`src/rtl/floor_request_bank.sv`:
```
// Per-floor hall/car call latches for one elevator car, with direction-aware service
// clearing, a fire-service flush and above/here/below summaries for the dispatcher.
module floor_request_bank #(
   parameter int NFLOORS = 5,
   parameter int FW      = 3,
   parameter int CW      = 4
) (
   input  logic               ck,
   input  logic               rst_n,
   input  logic [NFLOORS-1:0] hall_up,
   input  logic [NFLOORS-1:0] hall_dn,
   input  logic [NFLOORS-1:0] car_btn,
   input  logic [FW-1:0]      cur_floor,
   input  logic               at_floor,
   input  logic [1:0]         dir,
   input  logic               flush,
   output logic [NFLOORS-1:0] up_req,
   output logic [NFLOORS-1:0] dn_req,
   output logic [NFLOORS-1:0] car_req,
   output logic [NFLOORS-1:0] pending,
   output logic               req_above,
   output logic               req_here,
   output logic               req_below,
   output logic [CW-1:0]      req_cnt,
   output logic               floor_err
);

   // Top floor has no up call and the bottom floor no down call; masking at the input
   // keeps those bits (and any X on them) out of history, latches and summaries.
   localparam logic [NFLOORS-1:0] UP_MASK = {1'b0, {(NFLOORS-1){1'b1}}};
   localparam logic [NFLOORS-1:0] DN_MASK = {{(NFLOORS-1){1'b1}}, 1'b0};

   logic [NFLOORS-1:0] up_in, dn_in;
   logic [NFLOORS-1:0] up_q, dn_q, car_q;
   logic [NFLOORS-1:0] up_edge, dn_edge, car_edge;
   logic [NFLOORS-1:0] svc_sel, up_clr, dn_clr, car_clr;
   logic               svc;

   assign up_in     = hall_up & UP_MASK;
   assign dn_in     = hall_dn & DN_MASK;
   assign up_edge   = up_in & ~up_q;
   assign dn_edge   = dn_in & ~dn_q;
   assign car_edge  = car_btn & ~car_q;

   assign floor_err = ({1'b0, cur_floor} >= (FW+1)'(NFLOORS));
   assign svc       = at_floor & ~floor_err;

   always_comb begin
      svc_sel = '0;
      for (int i = 0; i < NFLOORS; i++) begin
         svc_sel[i] = svc && (cur_floor == FW'(i));
      end
   end

   // Up calls stay latched while travelling down (and vice versa); idle/reserved clears both.
   assign car_clr = svc_sel;
   assign up_clr  = (dir == 2'b10) ? '0 : svc_sel;
   assign dn_clr  = (dir == 2'b01) ? '0 : svc_sel;

   // History tracks the buttons every cycle, flush included, so a held button never re-fires.
   always_ff @(posedge ck or negedge rst_n) begin
      if (!rst_n) begin
         up_q  <= '0;
         dn_q  <= '0;
         car_q <= '0;
      end else begin
         up_q  <= up_in;
         dn_q  <= dn_in;
         car_q <= car_btn;
      end
   end

   // Per bit: flush beats service clear beats a new press beats hold.
   always_ff @(posedge ck or negedge rst_n) begin
      if (!rst_n) begin
         up_req  <= '0;
         dn_req  <= '0;
         car_req <= '0;
      end else if (flush) begin
         up_req  <= '0;
         dn_req  <= '0;
         car_req <= '0;
      end else begin
         up_req  <= (up_req  | up_edge)  & ~up_clr;
         dn_req  <= (dn_req  | dn_edge)  & ~dn_clr;
         car_req <= (car_req | car_edge) & ~car_clr;
      end
   end

   assign pending = up_req | dn_req | car_req;

   always_comb begin
      req_above = 1'b0;
      req_here  = 1'b0;
      req_below = 1'b0;
      req_cnt   = '0;
      for (int i = 0; i < NFLOORS; i++) begin
         if (FW'(i) > cur_floor)  req_above = req_above | pending[i];
         if (FW'(i) == cur_floor) req_here  = req_here  | pending[i];
         if (FW'(i) < cur_floor)  req_below = req_below | pending[i];
         req_cnt = req_cnt + CW'(up_req[i]) + CW'(dn_req[i]) + CW'(car_req[i]);
      end
      if (floor_err) begin
         req_above = 1'b0;
         req_here  = 1'b0;
         req_below = 1'b0;
      end
   end

endmodule

```
`config.mk`:
```
export PLATFORM = sky130hd
export DESIGN_NAME = floor_request_bank
export DESIGN_NICKNAME = d
export VERILOG_FILES = /design/src/rtl/floor_request_bank.sv
export SDC_FILE = /design/constraint.sdc
export NUM_CORES = 1
export LEC_CHECK = 0
export ABC_AREA = 1
export CAP_MARGIN = 20
export CORE_ASPECT_RATIO = 0.8
export CORE_MARGIN = 2
export CORE_UTILIZATION = 40
export DETAILED_ROUTE_END_ITERATION = 7
export GPL_TIMING_DRIVEN = 0
export PLACE_DENSITY_LB_ADDON = 0.05
export SYNTH_ARGS = -nofsm -noshare
export SYNTH_HDL_FRONTEND = slang
export SYNTH_SLANG_ARGS = --single-unit
```
`constraint.sdc`:
```
create_clock -name ck -period 4.3 [get_ports ck]
set_clock_uncertainty 0.05 [all_clocks]
set_input_delay 0.86 -clock ck [delete_from_list [all_inputs] [get_ports ck]]
set_output_delay 0.86 -clock ck [all_outputs]
set_load 0.03 [all_outputs]
```
### Yosys cells after proc, flatten, opt, wreduce, memory -nomap -nowiden

Index checks and enable logic that the tools add are counted.

| storage, ports and cells | value |
|---|---|
| register bits | 28 |
| bits of input ports | 24 |
| output and inout port bits | 28 |

| operators by class | value |
|---|---|
| add/sub/neg operators | 14 |
| order comparisons | 11 |
| equal/unequal tests | 10 |
| muxes and demuxes | 23 |
| bitwise operators | 31 |
| reductions and logical operators | 6 |

Operators by type and width:

| cell | count |
|---|---|
| $add 4x1->4 | 11 |
| $and 5x5->5 | 5 |
| $mux 5 | 5 |
| $not 5->5 | 5 |
| $or 5x5->5 | 5 |
| $mux 1 | 18 |
| $or 1x1->1 | 12 |
| $eq 2x3->1 const A | 2 |
| $eq 3x2->1 const B | 2 |
| $gt 1x3->1 const A | 2 |
| $gt 2x3->1 const A | 2 |
| $lt 1x3->1 const A | 2 |
| $lt 2x3->1 const A | 2 |
| $and 4x5->5 | 1 |
| $logic_and 1x1->1 | 5 |
| $not 4->5 | 1 |
| $add 3x1->4 | 1 |
| $add 2x1->3 | 1 |
| $eq 1x3->1 const A | 1 |
| $eq 3x1->1 const B | 1 |
| $eq 3x3->1 const A | 1 |
| $eq 3x3->1 const B | 1 |
| $ge 3x3->1 const B | 1 |
| $gt 3x3->1 const A | 1 |
| 7 further kinds | 7 |

### Depth between registers and ports, before layout

| logic depth | value |
|---|---|
| word-level depth | 14 |
| gate-level depth with buffers | 11 |

### Least setup slack after synthesis

OpenSTA, ideal clock, no wires.

| timing path | value |
|---|---|
| kind | register to output |
| from | register up_req[0] |
| to | output req_cnt[2] |
| arrival time | 3.989 ns |
| setup slack | -0.599 ns |
| cell stages (with the launch flop) | 11 |
| buffers on the path | 0 |
| cell sequence | dfrtp_1 -> inv_1 -> fa_1 -> inv_1 -> fa_1 -> fa_1 -> inv_1 -> fa_1 -> fa_1 -> fa_1 -> xnor2_1 |

| on the way | value |
|---|---|
| cells in the longest elaborated chain, start to end | 14 |

Ends and longest elaborated chain:

| element | RTL line | source |
|---|---|---|
| start: declaration | 17 | `output logic [NFLOORS-1:0] up_req,` |
| start signal: assignment | 84 | `up_req <= (up_req \| up_edge) & ~up_clr;` |
| $add 1x1->2 | 101 | `req_cnt = req_cnt + CW'(up_req[i]) + CW'(dn_req[i]) + CW'(car_req[i]);` |
| $add 2x1->3 | 101 |  |
| $add 3x1->4 | 101 |  |
| $add 4x1->4 (11 in series) | 101 |  |
| end: declaration | 24 | `output logic [CW-1:0] req_cnt,` |

Every way passes these cells.

### Final worst setup path

| timing path | value |
|---|---|
| from | register up_req[0] |
| to | output req_cnt[1] |

The elaborated chain is that of the path after synthesis.

==> flow_summary.ini <==
[synthesis]
yosys.area.top_type_share_pct = 46.3
synth_area_leaders = dfrtp_1, fa_1, inv_1
postSynthAreaPerCell_um2 = 8.60
synth_edf_count = 0
ys_warn_count = 0
synth_common_cells = inv_1, nand2_1, dfrtp_1
ys_ff_latch = 28
synth_area_um2 = 1510
yosysMostFrequentCell = inv_1
ys.flop_type = dfrtp_1
synth.net_count = 212
yosysUniqueCellTypes = 18
netlist_instances = 176
yosysTopAreaCell = dfrtp_1
synth_seq_area_share_pct = 46.3
synthArstFlopShare_pct = 100

[clock_network]
cts-root-buf = clkbuf_8
clock-sinks = 28
hold_buffers = 0
clk_pin_slew_ps = 90
tritoncts = done
cts_max_level = 1
clock_latency_ps = 270
cts_buffers = 3
clock_path_buffers = 2

[worst_setup_path]
worst_ep_arrival_time_ps = 3810
cp_max_fo = 2
critPathKind = register to output port
crit_buf_inv = 5
reg2reg_slack_ps = 3390
start_kind = register
critPathCaptureType = output port
crit_required_ps = 3390
cpMaxStageDelayCell = fa_1
rr_endpoint = dn_req[2]
r2r_start = dn_req[2]
cp_top_family = adder cells
crit_top_cell = fa_1
crit_chain = inv_2 -> fa_1 -> inv_2 -> fa_1 -> fa_1 -> inv_1 -> fa_1 -> fa_2 -> fa_2 -> inv_2 -> buf_6
reg2reg_depth = 3
cp_slowest_stage_delay_ps = 550

[placement]
place_hpwl_um = 3000
preCtsSetupSlack_ps = -731
io_buffers = 49
gp_congestion = 0.773

[cells_and_area]
layout.nets = 272
syn2layout_area_growth_pct = 46.4
drive_gt1_share_pct = 17.9
antenna_cells = 0

[die]
io-pin-count = 52
die_y_um = 59.0
core-area_um2 = 3520
core.rowCount = 19
dieArea_um2 = 4300
dieWidth_um = 72.8
initial_core_util_pct = 43.0

[power_and_ir_drop]
power_mw = 0.834
p_leak_nw = 1.08
vdd_drop_max_uv = 283
p_per_area_nw_per_um2 = 376

[sta]
rsz0062_at_grt = true
fmax_mhz = 212
period_share_pct = 110
setup_viol_count_final = 4
fin_crit_ps = 4720
hold_viol = 0
setup_ws_ps = -416
slew_violations = 0
worst_pin_slew_ps = 608
timing.hold.ws_ps = 487
slew_headroom_pct = 59.3

[route]
first_pass_iters = 4
drc = 0
wl_per_cell_um = 13.0
ant_nets = 0
drt-initial-drc-count = 90
via_count = 1311
routed_wl_um = 3610
via_per_inst = 4.73

[hold_path]
min_to = up_req[3]
min_from = up_q[3]
worstHoldPathType = register to register
hold_depth = 3

[global_routing]
grt_max_degree = 19
grt-ovfl-total = 0
grt.total_usage_pct = 18.5
grt_pass1_wl_um = 6110
antenna_found_initial = 0
grt_pass1_vias = 1414

[status]
violations = setup timing
status = finished with violations

[job]
drv_cap = 0
==> timing repair <==
action                     4_1_cts  5_1_grt
resized for setup               30        2
pin swaps                        7        4
buffers inserted                 4        1
setup endpoints to repair        4        4
==> power by group <==
part | switching (mW) | internal [mW] | total, mW
Combinational | 0.213 | 0.172 | 0.386
Sequential | 0.0113 | 0.278 | 0.289
Clock | 0.0778 | 0.0819 | 0.160
==> flip-flops by register name, summed over array words and instances, names as in the netlist <==
signal and flops:
car_q 5, dn_q 4, dn_req 5, up_q 4
car_req 5, up_req 5
==> layout make-up <==
cell class                 count  area, um^2
multi-input combinational    105         678
inverter                      42         158
fill                         316        1300
tap                           42        52.6
sequential                    28         708
clock buffer                   4        55.1
timing repair buffer          55         561
buffer                         1        5.00
==> cells by family after synthesis <==
group	synth area share, %
flops	46.3
xor+xnor	0.579
fa+ha+maj	14.9
buf+inv	10.7
simple gates	18.3
compound gates	9.26
==> stage by stage <==
step	cell area (um^2)	std cells	util (%)	setup TNS, ps
after floorplan	1550	176	-	-311
after global placement	2090	267	59.4	-1930
after detailed placement	2120	268	60.1	-2000
after CTS	2210	276	62.8	-1400
after global routing	2220	277	63.0	-1630
final	2220	277	63.0	-1130
==> tightest hold or removal path, delay by kind of cell, from the launching register on <==
family / cells / cell delay (ps)
flops: 1 / 330
compound gates: 2 / 140
simple gates: 1 / 40
==> metal layers <==
layer	part of all wire, %	GRT usage, %
met1	46	24.1
met3	5.2	4.93
met5	0	0
met2	49	31.4
met4	0.44	3.97
==> cells in the final DEF (no fill, tap or decap) <==
master and n:
a21oi_1 14, buf_16 1, buf_2 1, buf_4 5
buf_6 4, clkbuf_8 4, clkdlybuf4s50_1 45, dfrtp_1 22
dfrtp_2 6, fa_1 8, fa_2 2, ha_1 2
inv_1 32, inv_2 10, nand2_1 29, nand2_2 3
nand3_1 1, nand3_2 1, nor2_1 27, nor2_2 1
nor3_2 1, nor3_4 1, o21ai_0 3, o21ai_1 10
o21ai_2 1, xnor2_4 1
==> how the worst max path moves through the flow <==
stage              start          to  slack, ps  cells past startpoint
2_1_floorplan  up_req[0]  req_cnt[2]       -190                     10
3_3_place_gp   up_req[0]  req_cnt[2]       -710                     11
3_5_place_dp   up_req[0]  req_cnt[2]       -730                     11
4_1_cts        dn_req[0]  req_cnt[1]       -540                     11
5_1_grt        up_req[0]  req_cnt[2]       -550                     11
6_report       up_req[0]  req_cnt[1]       -420                     11
Note: power is estimated with default switching activity, not from simulation.
